$ cat src/rtl/alu_arbiter_pkg.sv
// alu_pkg: shared definitions for the ALU arbiter slice.
//   - Opcode encodings OP_ADD .. OP_PADDSB (all eight codes are legal).
//   - FSM state encoding state_t (IDLE, EXEC, RESP).
//   - flag_we_mask(op): returns {z_we, n_we, v_we} for an opcode.
// Optional feature macro used elsewhere in this slice: ALU_ARBITER_ERR_EN.
package alu_pkg;

  localparam logic [2:0] OP_ADD    = 3'b000;
  localparam logic [2:0] OP_SUB    = 3'b001;
  localparam logic [2:0] OP_XOR    = 3'b010;
  localparam logic [2:0] OP_RED    = 3'b011;
  localparam logic [2:0] OP_SLL    = 3'b100;
  localparam logic [2:0] OP_SRA    = 3'b101;
  localparam logic [2:0] OP_ROR    = 3'b110;
  localparam logic [2:0] OP_PADDSB = 3'b111;

  typedef enum logic [1:0] {
    ST_IDLE = 2'd0,
    ST_EXEC = 2'd1,
    ST_RESP = 2'd2
  } state_t;

  // Arithmetic ops own all three flags, logic/shift ops only report zero,
  // reduction and packed-saturating results leave the flags alone.
  function automatic logic [2:0] flag_we_mask(input logic [2:0] op);
    case (op)
      OP_ADD, OP_SUB:                 flag_we_mask = 3'b111;
      OP_XOR, OP_SLL, OP_SRA, OP_ROR: flag_we_mask = 3'b100;
      default:                        flag_we_mask = 3'b000;
    endcase
  endfunction

endpackage

$ cat src/rtl/alu_arbiter_if.sv
// alu_arbiter_if: requester and response handshake bundle for alu_arbiter.
//   req0_* / req1_*   : valid/ready request channels carrying op, a, b
//   rsp_*             : registered result channel (valid/ready, data, owner id)
//   rsp_err           : only present when ALU_ARBITER_ERR_EN is defined
// Modports: master = the request/response client side, slave = the arbiter.
interface alu_arbiter_if #(
  parameter int DATA_W = 16,
  parameter int OP_W   = 3
);
  logic              req0_valid;
  logic              req0_ready;
  logic [OP_W-1:0]   req0_op;
  logic [DATA_W-1:0] req0_a;
  logic [DATA_W-1:0] req0_b;

  logic              req1_valid;
  logic              req1_ready;
  logic [OP_W-1:0]   req1_op;
  logic [DATA_W-1:0] req1_a;
  logic [DATA_W-1:0] req1_b;

  logic              rsp_valid;
  logic              rsp_ready;
  logic [DATA_W-1:0] rsp_data;
  logic              rsp_id;
`ifdef ALU_ARBITER_ERR_EN
  logic              rsp_err;
`endif

  modport master (
`ifdef ALU_ARBITER_ERR_EN
    input  rsp_err,
`endif
    output req0_valid, req0_op, req0_a, req0_b,
    input  req0_ready,
    output req1_valid, req1_op, req1_a, req1_b,
    input  req1_ready,
    input  rsp_valid, rsp_data, rsp_id,
    output rsp_ready
  );

  modport slave (
`ifdef ALU_ARBITER_ERR_EN
    output rsp_err,
`endif
    input  req0_valid, req0_op, req0_a, req0_b,
    output req0_ready,
    input  req1_valid, req1_op, req1_a, req1_b,
    output req1_ready,
    output rsp_valid, rsp_data, rsp_id,
    input  rsp_ready
  );

endinterface

$ cat src/rtl/alu_arbiter_rr_arb2.sv
// rr_arb2: two-input round-robin arbiter.
//   clk, rst_n     : clock, asynchronous active-low reset
//   valid_i[1:0]   : request valids
//   accept_i       : the current grant is being taken this cycle
//   grant_o[1:0]   : one-hot grant (combinational from valids and last grant)
//   last_grant_o   : index of the most recently accepted requester
// last_grant resets to 1 so that requester 0 wins the first contention.
module rr_arb2 (
  input  logic       clk,
  input  logic       rst_n,
  input  logic [1:0] valid_i,
  input  logic       accept_i,
  output logic [1:0] grant_o,
  output logic       last_grant_o
);

  logic last_grant_q;
  logic last_grant_d;

  always_comb begin
    grant_o = 2'b00;
    case (valid_i)
      2'b01:   grant_o = 2'b01;
      2'b10:   grant_o = 2'b10;
      2'b11:   grant_o = last_grant_q ? 2'b01 : 2'b10;
      default: grant_o = 2'b00;
    endcase
  end

  assign last_grant_d = accept_i ? grant_o[1] : last_grant_q;

  always_ff @(posedge clk or negedge rst_n) begin
    if (!rst_n) begin
      last_grant_q <= 1'b1;
    end else begin
      last_grant_q <= last_grant_d;
    end
  end

  assign last_grant_o = last_grant_q;

endmodule

$ cat src/rtl/alu_arbiter.sv
// alu_arbiter: shares one ALU between two requesters with round-robin
// arbitration, registered operands and result, and the Z/N/V flag register.
//   clk, rst_n              : clock, asynchronous active-low reset
//   bus (slave)             : req0/req1 request channels, rsp result channel
//   alu_in1/in2/opcode      : registered operands/opcode to the ALU
//   alu_cin, alu_inv2       : 1 only for SUB, from the registered opcode
//   alu_out, alu_z/n/v      : ALU result and flags, captured in EXEC
//   flag_z/n/v              : architectural flag register
//   alu_err (input), bus.rsp_err : only with ALU_ARBITER_ERR_EN defined;
//                             an erroring op writes no flags.
// One op takes IDLE/RESP(accept) -> EXEC -> RESP; peak rate 1 op / 2 cycles.
module alu_arbiter
  import alu_pkg::*;
#(
  parameter int DATA_W = 16,
  parameter int OP_W   = 3
) (
  input  logic              clk,
  input  logic              rst_n,
  alu_arbiter_if.slave      bus,
  output logic [DATA_W-1:0] alu_in1,
  output logic [DATA_W-1:0] alu_in2,
  output logic [OP_W-1:0]   alu_opcode,
  output logic              alu_cin,
  output logic              alu_inv2,
  input  logic [DATA_W-1:0] alu_out,
  input  logic              alu_z,
  input  logic              alu_n,
  input  logic              alu_v,
`ifdef ALU_ARBITER_ERR_EN
  input  logic              alu_err,
`endif
  output logic              flag_z,
  output logic              flag_n,
  output logic              flag_v
);

  state_t            state_q, state_d;
  logic [OP_W-1:0]   op_q;
  logic [DATA_W-1:0] a_q, b_q;
  logic [DATA_W-1:0] rsp_data_q;
  logic              rsp_id_q;
  logic              flag_z_q, flag_n_q, flag_v_q;

  logic [1:0]        valid;
  logic [1:0]        grant;
  logic              last_grant;
  logic              can_accept;
  logic              accept;
  logic [2:0]        flag_we;
  logic              flag_block;

  assign valid = {bus.req1_valid, bus.req0_valid};

  rr_arb2 u_arb (
    .clk          (clk),
    .rst_n        (rst_n),
    .valid_i      (valid),
    .accept_i     (accept),
    .grant_o      (grant),
    .last_grant_o (last_grant)
  );

  always_comb begin
    state_d    = state_q;
    can_accept = 1'b0;
    case (state_q)
      ST_IDLE: begin
        can_accept = 1'b1;
        if (|valid) state_d = ST_EXEC;
      end
      ST_EXEC: state_d = ST_RESP;
      ST_RESP: begin
        // Consuming the result frees the operand registers in the same cycle.
        if (bus.rsp_ready) begin
          can_accept = 1'b1;
          state_d    = (|valid) ? ST_EXEC : ST_IDLE;
        end
      end
      default: state_d = ST_IDLE;
    endcase
  end

  assign accept         = can_accept & (|valid);
  assign bus.req0_ready = can_accept & grant[0];
  assign bus.req1_ready = can_accept & grant[1];

  always_ff @(posedge clk or negedge rst_n) begin
    if (!rst_n) state_q <= ST_IDLE;
    else        state_q <= state_d;
  end

`ifdef ALU_ARBITER_ERR_EN
  logic rsp_err_q;
  assign flag_block  = alu_err;
  assign bus.rsp_err = rsp_err_q;

  always_ff @(posedge clk or negedge rst_n) begin
    if (!rst_n)                 rsp_err_q <= 1'b0;
    else if (state_q == ST_EXEC) rsp_err_q <= alu_err;
  end
`else
  assign flag_block = 1'b0;
`endif

  assign flag_we = flag_we_mask(op_q) & {3{~flag_block}};

  always_ff @(posedge clk or negedge rst_n) begin
    if (!rst_n) begin
      op_q       <= '0;
      a_q        <= '0;
      b_q        <= '0;
      rsp_data_q <= '0;
      rsp_id_q   <= 1'b0;
      flag_z_q   <= 1'b0;
      flag_n_q   <= 1'b0;
      flag_v_q   <= 1'b0;
    end else begin
      if (accept) begin
        op_q <= grant[1] ? bus.req1_op : bus.req0_op;
        a_q  <= grant[1] ? bus.req1_a  : bus.req0_a;
        b_q  <= grant[1] ? bus.req1_b  : bus.req0_b;
      end
      if (state_q == ST_EXEC) begin
        rsp_data_q <= alu_out;
        // No accept can happen during EXEC, so last_grant still names the owner.
        rsp_id_q   <= last_grant;
        if (flag_we[2]) flag_z_q <= alu_z;
        if (flag_we[1]) flag_n_q <= alu_n;
        if (flag_we[0]) flag_v_q <= alu_v;
      end
    end
  end

  assign alu_in1    = a_q;
  assign alu_in2    = b_q;
  assign alu_opcode = op_q;
  assign alu_cin    = (op_q == OP_SUB);
  assign alu_inv2   = (op_q == OP_SUB);

  assign bus.rsp_valid = (state_q == ST_RESP);
  assign bus.rsp_data  = rsp_data_q;
  assign bus.rsp_id    = rsp_id_q;

  assign flag_z = flag_z_q;
  assign flag_n = flag_n_q;
  assign flag_v = flag_v_q;

endmodule

$ cat src/flat_wrapper.sv
// flat-port wrapper written by rule: the top's interface ports become plain ports
module alu_arbiter_flat import alu_pkg::*;
#(
  parameter int DATA_W = 16,
  parameter int OP_W   = 3
)
  (clk, rst_n, alu_in1, alu_in2, alu_opcode, alu_cin, alu_inv2, alu_out, alu_z, alu_n, alu_v, flag_z, flag_n, flag_v, bus_req0_valid, bus_req0_op, bus_req0_a, bus_req0_b, bus_req0_ready, bus_req1_valid, bus_req1_op, bus_req1_a, bus_req1_b, bus_req1_ready, bus_rsp_valid, bus_rsp_data, bus_rsp_id, bus_rsp_ready);
  alu_arbiter_if #(.DATA_W(DATA_W), .OP_W(OP_W)) bus_i ();
  input  logic clk;
  input  logic rst_n;
  output logic [DATA_W-1:0] alu_in1;
  output logic [DATA_W-1:0] alu_in2;
  output logic [OP_W-1:0] alu_opcode;
  output logic alu_cin;
  output logic alu_inv2;
  input  logic [DATA_W-1:0] alu_out;
  input  logic alu_z;
  input  logic alu_n;
  input  logic alu_v;
  output logic flag_z;
  output logic flag_n;
  output logic flag_v;
  input wire logic [$bits(bus_i.req0_valid)-1:0] bus_req0_valid;
  input wire logic [$bits(bus_i.req0_op)-1:0] bus_req0_op;
  input wire logic [$bits(bus_i.req0_a)-1:0] bus_req0_a;
  input wire logic [$bits(bus_i.req0_b)-1:0] bus_req0_b;
  output wire logic [$bits(bus_i.req0_ready)-1:0] bus_req0_ready;
  input wire logic [$bits(bus_i.req1_valid)-1:0] bus_req1_valid;
  input wire logic [$bits(bus_i.req1_op)-1:0] bus_req1_op;
  input wire logic [$bits(bus_i.req1_a)-1:0] bus_req1_a;
  input wire logic [$bits(bus_i.req1_b)-1:0] bus_req1_b;
  output wire logic [$bits(bus_i.req1_ready)-1:0] bus_req1_ready;
  output wire logic [$bits(bus_i.rsp_valid)-1:0] bus_rsp_valid;
  output wire logic [$bits(bus_i.rsp_data)-1:0] bus_rsp_data;
  output wire logic [$bits(bus_i.rsp_id)-1:0] bus_rsp_id;
  input wire logic [$bits(bus_i.rsp_ready)-1:0] bus_rsp_ready;
  assign bus_i.req0_valid = bus_req0_valid;
  assign bus_i.req0_op = bus_req0_op;
  assign bus_i.req0_a = bus_req0_a;
  assign bus_i.req0_b = bus_req0_b;
  assign bus_req0_ready = bus_i.req0_ready;
  assign bus_i.req1_valid = bus_req1_valid;
  assign bus_i.req1_op = bus_req1_op;
  assign bus_i.req1_a = bus_req1_a;
  assign bus_i.req1_b = bus_req1_b;
  assign bus_req1_ready = bus_i.req1_ready;
  assign bus_rsp_valid = bus_i.rsp_valid;
  assign bus_rsp_data = bus_i.rsp_data;
  assign bus_rsp_id = bus_i.rsp_id;
  assign bus_i.rsp_ready = bus_rsp_ready;
  alu_arbiter #(.DATA_W(DATA_W), .OP_W(OP_W)) u_core (.clk(clk), .rst_n(rst_n), .bus(bus_i), .alu_in1(alu_in1), .alu_in2(alu_in2), .alu_opcode(alu_opcode), .alu_cin(alu_cin), .alu_inv2(alu_inv2), .alu_out(alu_out), .alu_z(alu_z), .alu_n(alu_n), .alu_v(alu_v), .flag_z(flag_z), .flag_n(flag_n), .flag_v(flag_v));
endmodule
$ cat config.mk
export PLATFORM = sky130hd
export DESIGN_NAME = alu_arbiter_flat
export DESIGN_NICKNAME = d
export VERILOG_FILES = /design/src/rtl/alu_arbiter_pkg.sv /design/src/rtl/alu_arbiter_if.sv /design/src/rtl/alu_arbiter_rr_arb2.sv /design/src/rtl/alu_arbiter.sv /design/src/flat_wrapper.sv
export SDC_FILE = /design/constraint.sdc
export NUM_CORES = 1
export LEC_CHECK = 0
export CAP_MARGIN = 20
export CORE_MARGIN = 8
export CORE_UTILIZATION = 30
export CTS_CLUSTER_DIAMETER = 150
export DETAILED_ROUTE_END_ITERATION = 8
export PLACE_DENSITY = 0.65
export SLEW_MARGIN = 5
export SYNTH_ARGS = -nofsm -noshare
export SYNTH_HDL_FRONTEND = slang
export SYNTH_HIERARCHICAL = 1
export SYNTH_SLANG_ARGS = --single-unit
$ cat constraint.sdc
create_clock -name clk -period 2.3 [get_ports clk]
set_clock_uncertainty 0.1 [all_clocks]
set_input_delay 0.575 -clock clk [delete_from_list [all_inputs] [get_ports clk]]
set_output_delay 0.575 -clock clk [all_outputs]
set_load 0.01 [all_outputs]
# ---- Word level (Yosys, flattened, before mapping)
# Cells that the tools add are included.
dict set report word_totals {
  reg_bits 58
  in_bits 94
  word_cells 46
  output_inout_bits 60
}
dict set report classes {
  n_eq_ne 12
  mux 12
  n_reduce_logical 9
  bitwise_logic 3
}
# op n
set ops {}
lappend ops {{16-bit two-way mux} 2}
lappend ops {{2-bit one-hot mux with 3 select lines} 2}
lappend ops {{3-bit equality test, second input constant} 3}
lappend ops {{2-bit AND reduction} 4}
lappend ops {{2-bit equality test, second input constant} 3}
lappend ops {{2-bit two-way mux} 3}
lappend ops {{3-bit one-hot mux with 2 select lines} 1}
lappend ops {{2-bit by 1-bit equality test with 1-bit output, second input constant} 2}
lappend ops {{2-bit by 1-bit != test with 1-bit output, second input constant} 2}
lappend ops {{2-bit OR reduction} 2}
lappend ops {{4-bit OR reduction} 1}
lappend ops {{1-bit AND} 3}
lappend ops {{3-bit by 1-bit equality test with 1-bit output, second input constant} 1}
lappend ops {{3-bit by 2-bit equality test with 1-bit output, second input constant} 1}
lappend ops {{3-bit zero test} 1}
lappend ops {{3-bit two-way mux} 1}
lappend ops {{2-bit zero test} 1}
lappend ops {{1-bit two-way mux} 2}
lappend ops {{1-bit one-hot mux with 2 select lines} 1}

# ---- Depth between registers and ports, before layout
# Gate-level depths: netlist (run 1).
dict set report logic_depth {
  depth_word 4
  depth_mapped 5
  mapped_depth_nobuf 4
}

# ---- By module
# The synthesis (run 1) kept the hierarchy.
# module instances area_per_inst_um2 cells_per_inst seq_area_each_um2
set by_module_without_submodules {}
lappend by_module_without_submodules {alu_arbiter 1 2656.3 173 1426.4}
lappend by_module_without_submodules {rr_arb2 1 63.8 5 26.3}

# ---- Worst setup path after synthesis (run 1)
# Ideal clock, no wire load.
dict set report synth_path {
  kind {input port to output port}
  start {input port bus_req1_valid}
  end {output port bus_req1_ready}
  required_time_ns 1.625
  path_slack_ns 0.439
  path_buffers 2
  t_arrival_ns 1.186
  path_stages 4
  path_cell_list {a21boi_2 -> buf_6 -> buf_6 -> and2_1}
}
dict set report synth_between {
  elab_chain_len 3
  word_cells_on_any_way 5
  classes_between {3 x eq/ne; 1 x mux; 1 x bitwise}
}
# item line_no
set synth_rtl {}
lappend synth_rtl {{from (decl)} flat_wrapper.sv:28} ;# input wire logic [$bits(bus_i.req1_valid)-1:0] bus_req1_valid;
lappend synth_rtl {{2-bit equality test / 2-bit by 1-bit equality test with 1-bit output (equally long branches)} alu_arbiter_rr_arb2.sv:22} ;# case (valid_i)
lappend synth_rtl {{2-bit one-hot mux with 3 select lines *} alu_arbiter_rr_arb2.sv:22}
lappend synth_rtl {{1-bit AND *} alu_arbiter.sv:86} ;# assign bus.req1_ready = can_accept & grant[1];
lappend synth_rtl {{to (decl)} flat_wrapper.sv:32} ;# output wire logic [$bits(bus_i.req1_ready)-1:0] bus_req1_ready;
# Mark *: on every way between the ends. The rest lies on a longest branch, timed or not.

# ---- Worst setup path after layout (run 1)
dict set report layout_path {
  start {register u_core.state_q[1]}
  end {output port bus_rsp_valid}
}
dict set report layout_between {
  elab_chain_len 1
}
# item line_no
set layout_rtl {}
lappend layout_rtl {{from (decl)} alu_arbiter.sv:38} ;# state_t state_q, state_d;
lappend layout_rtl {{from (signal assigned)} alu_arbiter.sv:90} ;# else state_q <= state_d;
lappend layout_rtl {{2-bit equality test} alu_arbiter.sv:141} ;# assign bus.rsp_valid = (state_q == ST_RESP);
lappend layout_rtl {{to (decl)} flat_wrapper.sv:33} ;# output wire logic [$bits(bus_i.rsp_valid)-1:0] bus_rsp_valid;
# Every way passes these cells.

==> insert_results.sql, run 1 <==
INSERT INTO impl_metrics (metric_group, metric, value, unit) VALUES
('outcome', 'outcome', 'finished, final reports clean', ''),
('timing', 'timing.final.setup_violations', '0', ''),
('timing', 'setup_slack', '0.0826', 'ns'),
('timing', 'grt_setup_unrepaired', 'false', ''),
('global_route', 'grt.met3_usage', '7.41', '%'),
('synthesis', 'synth_top_cell_area_share', '52.4', '%'),
('synthesis', 'synthTopCellsByArea', 'dfrtp_1 (52%), mux2_2 (36%), buf_6 (1.7%)', ''),
('global_route', 'grt_use_met2', '19.2', '%'),
('power_and_ir_drop', 'largest_voltage_drop_on_the_vdd_net', '537', 'uV'),
('synthesis', 'yosys_warnings', '6', ''),
('critical_path', 'timing.critical_path.buf_inv', '2', ''),
('die', 'die_width', '111', 'um'),
('routing', 'remaining_drc_errors', '0', ''),
('finish', 'layoutNonFillerInstCount', '457', ''),
('timing', 'maxSlewViolCount', '0', ''),
('routing', 'drt_pass1_iterations', '4', ''),
('global_route', 'globalRouteMet1Util', '12.9', '%'),
('clocking', 'root_buffer', 'clkbuf_8', ''),
('synthesis', 'mappedNetlistNets', '272', ''),
('global_route', 'grt_most_used_layer', 'met2', ''),
('clocking', 'cts_buffers', '9', ''),
('die', 'dieArea', '0.0124', 'mm2'),
('placement', 'hpwlAfterDp', '6090', 'um'),
('synthesis', 'synth_area_per_cell', '15.3', 'um2'),
('critical_path', 'crit_type', 'flop to primary output', ''),
('critical_path', 'launching_element_type_of_the_critical_path', 'flop', ''),
('routing', 'detail_route.vias_per_cell', '4.49', ''),
('critical_path', 'worst_setup_path_end_kind', 'primary output', ''),
('synthesis', 'yosys_register_bits', '58', ''),
('finish', 'final_net_count', '439', ''),
('finish', 'n_antenna_cell', '0', ''),
('global_route', 'grt_use_total', '12.2', '%'),
('critical_path', 'worst_path_largest_cell_delay', '0.58', 'ns'),
('routing', 'wl_per_cell', '16.6', 'um'),
('critical_path', 'crit_path_max_fanout', '4', ''),
('global_route', 'vias_in_the_first_global_route', '2345', ''),
('critical_path', 'critical_path.slowest_cell', 'clkdlybuf4s50_1', ''),
('placement', 'finalWeightedCongestion', '0.725', ''),
('finish', 'area.growth.synth_to_final', '69.4', '%'),
('die', 'ios', '154', ''),
('synthesis', 'yosys.area.top_type', 'dfrtp_1', ''),
('timing', 'worst-slew-pin-transition', '0.589', 'ns'),
('timing', 'setup_tns', '0', 'ns'),
('timing', 'hold_viol_final', '0', ''),
('timing', 'final.period_utilization', '96.4', '%'),
('die', 'die_height', '111', 'um'),
('timing', 'slew_headroom', '60.7', '%'),
('clocking', 'clock_tree.buffer_depth', '2', ''),
('clocking', 'clkTransAtPathRegs', '0.06', 'ns'),
('clocking', 'cts.sinks', '58', ''),
('die', 'initial_utilization', '31.0', '%'),
('power_and_ir_drop', 'p_leak', '1.93', 'nW'),
('critical_path', 'path_delay_family', 'buffers and inverters', ''),
('finish', 'post_route_cells_drive_above_1_share', '36.1', '%'),
('global_route', 'grt_first_pass_wirelength', '12200', 'um'),
('power_and_ir_drop', 'pd_cells', '1160', 'mW/mm2'),
('global_route', 'grt_antenna_before_repair', '0', ''),
('synthesis', 'post_synth_inst_count', '178', ''),
('placement', 'post-place-cells', '442', ''),
('clocking', 'cts_tree', 'done', ''),
('critical_path', 'crit_arrival', '1.54', 'ns'),
('clocking', 'cts.htree.levels', '3', ''),
('power_and_ir_drop', 'fin_total_pwr', '5.36', 'mW'),
('global_route', 'grt_max_degree', '29', ''),
('job', 'number_of_maximum_capacitance_violations', '0', ''),
('critical_path', 'crit_chain', 'inv_2 -> nor2_1 -> clkdlybuf4s50_1', ''),
('placement', 'placement.setup.worst_slack', '-0.386', 'ns'),
('placement', 'io_buffers', '153', ''),
('die', 'core_area', '0.00876', 'mm2'),
('synthesis', 'yosys.cell_types.count', '21', ''),
('synthesis', 'sequential_share_of_the_synthesized_area', '53.4', '%'),
('clocking', 'clock_latency', '0.32', 'ns'),
('synthesis', 'post_synth_instance_area', '0.00272', 'mm2'),
('finish', 'nFillCells', '777', ''),
('global_route', 'grt_overflow_total', '0', ''),
('hold_path', 'worst_hold_path_type', 'input pin to asynchronous set/reset pin', ''),
('timing', 'post-route-min-period', '2.22', 'ns'),
('routing', 'via_count', '2053', ''),
('timing', 'achievable-frequency', '451', 'MHz'),
('routing', 'first_iter_violations', '29', ''),
('die', 'num_rows', '34', ''),
('critical_path', 'worst-endpoint-required', '1.62', 'ns'),
('routing', 'finalWirelength', '7560', 'um'),
('routing', 'final_antenna_net_count', '0', '');
==> power breakdown <==
part	total (mW)	internal [mW]	switching (mW)	leakage (nW)
clock network	0.810	0.438	0.372	0.0920
logic	2.74	1.74	0.994	1.16
registers	1.81	1.55	0.266	0.677
==> worst reg2reg max path, delay by kind of cell, from the launching register on <==
| kind | cells | cell delay, ns |
|---|---|---|
| flops | 1 | 0.37 |
| buf+inv | 3 | 0.55 |
| compound gates | 1 | 0.15 |
| mux | 2 | 0.63 |
==> final cells by class <==
| type | count | area, um2 | share of cell area, % |
|---|---|---|---|
| well taps | 108 | 135 | 2.93 |
| multi-input cells | 104 | 1160 | 25.1 |
| repair buffers | 166 | 1670 | 36.2 |
| clock inverters | 3 | 15.0 | 0.326 |
| inverters | 6 | 22.5 | 0.489 |
| clock buffers | 12 | 155 | 3.37 |
| flip-flops and latches | 58 | 1450 | 31.5 |
==> repair_timing <==
| action | in CTS | in global routing |
|---|---|---|
| endpoints found under the hold margin | 0 | 0 |
| setup buffers | 0 | 0 |
| gates resized for setup | 9 | 6 |
| hold buffers | 0 | 0 |
| endpoints found under the setup margin | 4 | 3 |
==> metrics by stage <==
stage          utilization [%]  instance area [um2]  hold slack [ns]
2_1_floorplan                -                 2720            0.179
3_3_place_gp              50.5                 4430            0.377
3_5_place_dp              50.5                 4430            0.385
4_1_cts                   52.5                 4600            0.160
5_1_grt                   52.6                 4610            0.184
6_report                  52.6                 4610            0.154
==> kinds of logic (layout without fill, tap and decap cells) <==
logic type / after synthesis / after routing / share of synthesized area (%)
muxes: 91 / 91 / 37.8
DFF: 58 / 58 / 53.4
buffers and inverters: 16 / 187 / 4.88
and+or+nand+nor: 7 / 7 / 1.61
AOI/OAI and AO/OA: 6 / 6 / 2.30
==> registers in the layout, indices dropped and copies added, names as in the netlist <==
name and cells:
u_core/state_q 2, u_core/flag_n 1, u_core/bus.rsp_data 16, u_core/u_arb/last_grant_o 1, u_core/alu_in2 16, u_core/flag_z 1
u_core/alu_opcode 3, u_core/alu_in1 16, u_core/flag_v 1, u_core/bus.rsp_id 1
==> synthesized netlist by cell type, drive strengths merged <==
cell,n
nand2b,1
nor3,1
mux2,91
buf,10
nor3b,1
a21o,1
a21oi,2
and2,2
a21boi,2
dfstp,1
nor2,2
dfrtp,57
o221ai,1
inv,6
==> worst paths after layout <==
path | startpoint | to | slack [ns] | cells past startpoint
hold reg to reg | u_core/alu_in2[14] | u_core/alu_in2[14] | 0.40 | 1
setup reg to reg | u_core/u_arb/last_grant_o | u_core/alu_in2[14] | 0.39 | 6
min in group clk | u_core/alu_in2[14] | u_core/alu_in2[14] | 0.40 | 1
setup / recovery | u_core/state_q[1] | bus_rsp_valid | 0.08 | 3
hold / removal | rst_n | u_core/bus.rsp_data[0] | 0.15 | 1
max in group asynchronous | rst_n | u_core/alu_in2[7] | 1.37 | 2
==> cell usage in the layout, fill, tap and decap left out, drive strengths merged <==
cell type,count
clkdlybuf4s50,146
a21oi,2
dlygate4sd2,1
inv,6
dfrtp,57
a21o,1
and2,2
clkinv,3
dfstp,1
nand2b,1
clkbuf,12
nor3,1
buf,16
nor3b,1
nor2,2
o221ai,1
dlymetal6s2s,3
mux2,91
a21boi,2
==> metal layers <==
layer,vias to the layer above,share of wire [%]
li1,960,-
met1,988,40
met2,98,46
met3,7,13
met4,0,1.1
met5,-,0
(Power assumes the default switching activity.)
==> run 2: changes to the inputs <==
Settings changed: CAP_MARGIN 20 to not set, CELL_PAD_IN_SITES_DETAIL_PLACEMENT set to 1, CELL_PAD_IN_SITES_GLOBAL_PLACEMENT set to 1, CORE_UTILIZATION 30 to 29, PLACE_DENSITY 0.65 to not set, PLACE_DENSITY_LB_ADDON set to 0.1.
==> run 2 against run 1 <==
Sequential share of layout area fell by 0.13 points. Routed wire length rose by 7.1%. Clock power rose by 27%. Register-to-register slack barely moved. Worst hold slack got worse by 0.018 ns. Sequential power barely moved. Cell area rose by 0.41%. Critical path depth rose by 2. Flip-flop and latch count did not move. Global-route usage rose by 1.1 points. Utilization fell by 2.0 points.
==> insert_results.sql, run 2 (same netlist as run 1, synthesis figures left out) <==
INSERT INTO impl_metrics (metric_group, metric, value, unit) VALUES
('timing', 'timing.final.setup_violations', '0', ''),
('die', 'die_width', '113', 'um'),
('finish', 'multiInputGateArea', '0.00115', 'mm2'),
('routing', 'via_count', '2053', ''),
('die', 'dieArea', '0.0127', 'mm2'),
('critical_path', 'crit_type', 'input pin to primary output', ''),
('clocking', 'cts_tree', 'done', ''),
('placement', 'finalWeightedCongestion', '0.695', ''),
('placement', 'post-place-cells', '443', ''),
('finish', 'layout.cells.most_common', 'clkdlybuf4s50_1', ''),
('timing', 'worst-slew-pin-transition', '0.509', 'ns'),
('finish', 'n_antenna_cell', '0', ''),
('finish', 'final_net_count', '437', ''),
('routing', 'wl_per_cell', '17.6', 'um'),
('critical_path', 'critical_path.slowest_cell', 'clkdlybuf4s50_1', ''),
('global_route', 'grt_overflow_total', '0', ''),
('routing', 'finalWirelength', '8100', 'um'),
('timing', 'hold-worst-slack', '0.136', 'ns'),
('routing', 'remaining_drc_errors', '0', ''),
('die', 'ios', '154', ''),
('die', 'die_height', '113', 'um'),
('global_route', 'grt_antenna_before_repair', '0', ''),
('critical_path', 'worst_setup_path_end_kind', 'primary output', ''),
('routing', 'detail_route.vias_per_cell', '4.47', ''),
('outcome', 'outcome', 'finished, final reports clean', ''),
('global_route', 'grt_first_pass_wirelength', '13300', 'um'),
('die', 'core_area', '0.00915', 'mm2'),
('finish', 'finalCoreUtilization', '50.6', '%'),
('power_and_ir_drop', 'p_leak', '1.93', 'nW'),
('clocking', 'cts.htree.levels', '3', ''),
('global_route', 'grt_max_degree', '59', ''),
('timing', 'final.period_utilization', '96.1', '%'),
('global_route', 'vias_in_the_first_global_route', '2459', ''),
('critical_path', 'crit_arrival', '1.53', 'ns'),
('placement', 'io_buffers', '153', ''),
('clocking', 'postCtsSetupRepairBufs', '0', ''),
('power_and_ir_drop', 'largest_voltage_drop_on_the_vdd_net', '571', 'uV'),
('critical_path', 'worstRegToRegCells', '5', ''),
('clocking', 'clock_latency', '0.33', 'ns'),
('clocking', 'cts.sinks', '58', ''),
('power_and_ir_drop', 'pd_cells', '1200', 'mW/mm2'),
('critical_path', 'worst-r2r-setup-slack', '0.40', 'ns'),
('finish', 'seq_area', '0.00145', 'mm2'),
('routing', 'drt_pass1_iterations', '3', ''),
('timing', 'post-route-min-period', '2.21', 'ns'),
('finish', 'area.growth.synth_to_final', '70.1', '%'),
('clocking', 'cts_stage_hold_buffer_count', '0', ''),
('routing', 'final_antenna_net_count', '0', ''),
('critical_path', 'launching_element_type_of_the_critical_path', 'input pin', ''),
('placement', 'hpwlAfterDp', '6410', 'um'),
('critical_path', 'worst_r2r_startpoint', 'u_core/u_arb/last_grant_o', ''),
('clocking', 'root_buffer', 'clkbuf_8', ''),
('critical_path', 'worst_path_largest_cell_delay', '0.41', 'ns'),
('global_route', 'grt_use_total', '13.3', '%'),
('timing', 'achievable-frequency', '453', 'MHz'),
('timing', 'slew_headroom', '66.1', '%'),
('timing', 'hold_viol_final', '0', ''),
('critical_path', 'crit_path_max_fanout', '2', ''),
('finish', 'post_route_cells_drive_above_1_share', '36.2', '%'),
('clocking', 'cts_buffers', '9', ''),
('finish', 'layoutNonFillerInstCount', '459', ''),
('job', 'number_of_maximum_capacitance_violations', '0', ''),
('timing', 'maxSlewViolCount', '0', ''),
('die', 'num_rows', '35', ''),
('critical_path', 'crit_chain', 'clkdlybuf4s50_1 -> buf_4 -> a21boi_4 -> and2_1 -> buf_2', ''),
('critical_path', 'r2r_end', 'u_core/alu_opcode[0]', ''),
('power_and_ir_drop', 'fin_total_pwr', '5.56', 'mW'),
('critical_path', 'worst-endpoint-required', '1.62', 'ns'),
('finish', 'most-common-layout-cells', 'clkdlybuf4s50_1 (147), mux2_2 (88), dfrtp_1 (57), clkbuf_8 (10), buf_4 (7)', ''),
('timing', 'grt_setup_unrepaired', 'false', ''),
('clocking', 'clkTransAtPathRegs', '0.07', 'ns'),
('hold_path', 'worst_hold_path_type', 'input pin to asynchronous set/reset pin', ''),
('clocking', 'clock_tree.buffer_depth', '2', ''),
('die', 'initial_utilization', '29.7', '%'),
('finish', 'nFillCells', '942', ''),
('routing', 'first_iter_violations', '19', '');
==> run 2: what timing repair did <==
| action | in CTS | in global routing |
|---|---|---|
| setup endpoints to repair | 5 | 39 |
| hold endpoints to repair | 0 | 0 |
| gates resized for setup | 9 | 6 |
==> run 2: per-stage QoR <==
step	instance area, um2	setup TNS (ns)	setup WS, ns
after floorplan	2720	0	0.439
after global placement	4400	-10.37	-0.294
after detailed placement	4400	-12.05	-0.344
after CTS	4630	0	0.00266
after global routing	4630	0	0.0110
final	4630	0	0.0904
==> run 2: area by class of cell <==
| cell class | instances | area share, % |
|---|---|---|
| flip-flops and latches | 58 | 31.4 |
| multi-input cells | 104 | 24.9 |
| well taps | 111 | 3.00 |
| clock buffers | 10 | 2.97 |
| inverters | 6 | 0.487 |
| repair buffers | 164 | 35.5 |
| clock inverters | 6 | 1.73 |
==> run 2: how the worst max path moves through the flow <==
| stage | startpoint | end | slack [ns] | depth (start not counted) |
|---|---|---|---|---|
| after floorplan | bus_req1_valid | bus_req1_ready | 0.44 | 4 |
| after CTS | bus_rsp_ready | bus_req1_ready | 0.003 | 5 |
| final | bus_req0_valid | bus_req1_ready | 0.09 | 5 |
| after detailed placement | bus_req1_valid | u_core/alu_opcode[0] | -0.34 | 5 |
| after global placement | bus_req0_valid | u_core/alu_opcode[0] | -0.29 | 6 |
| after global routing | u_core/state_q[1] | bus_rsp_valid | 0.01 | 3 |
==> run 2: report_power, final <==
group,switching [mW],internal (mW),total [mW]
sequential,0.277,1.55,1.83
combinational,0.991,1.72,2.71
clock,0.401,0.632,1.03
total,1.67,3.90,5.56
==> run 2: critical path, delay by kind of cell <==
| kind | cells | cell delay [ns] |
|---|---|---|
| simple gates | 1 | 0.14 |
| compound gates | 1 | 0.14 |
| buf+inv | 3 | 0.69 |
==> run 2: metal layers <==
layer	vias up	part of all wire, %	GRT usage (%)
met2	90	49	22.0
li1	962	-	-
met1	994	40	14.7
met4	0	1.1	4.80
met3	7	10	5.96
met5	-	0	0
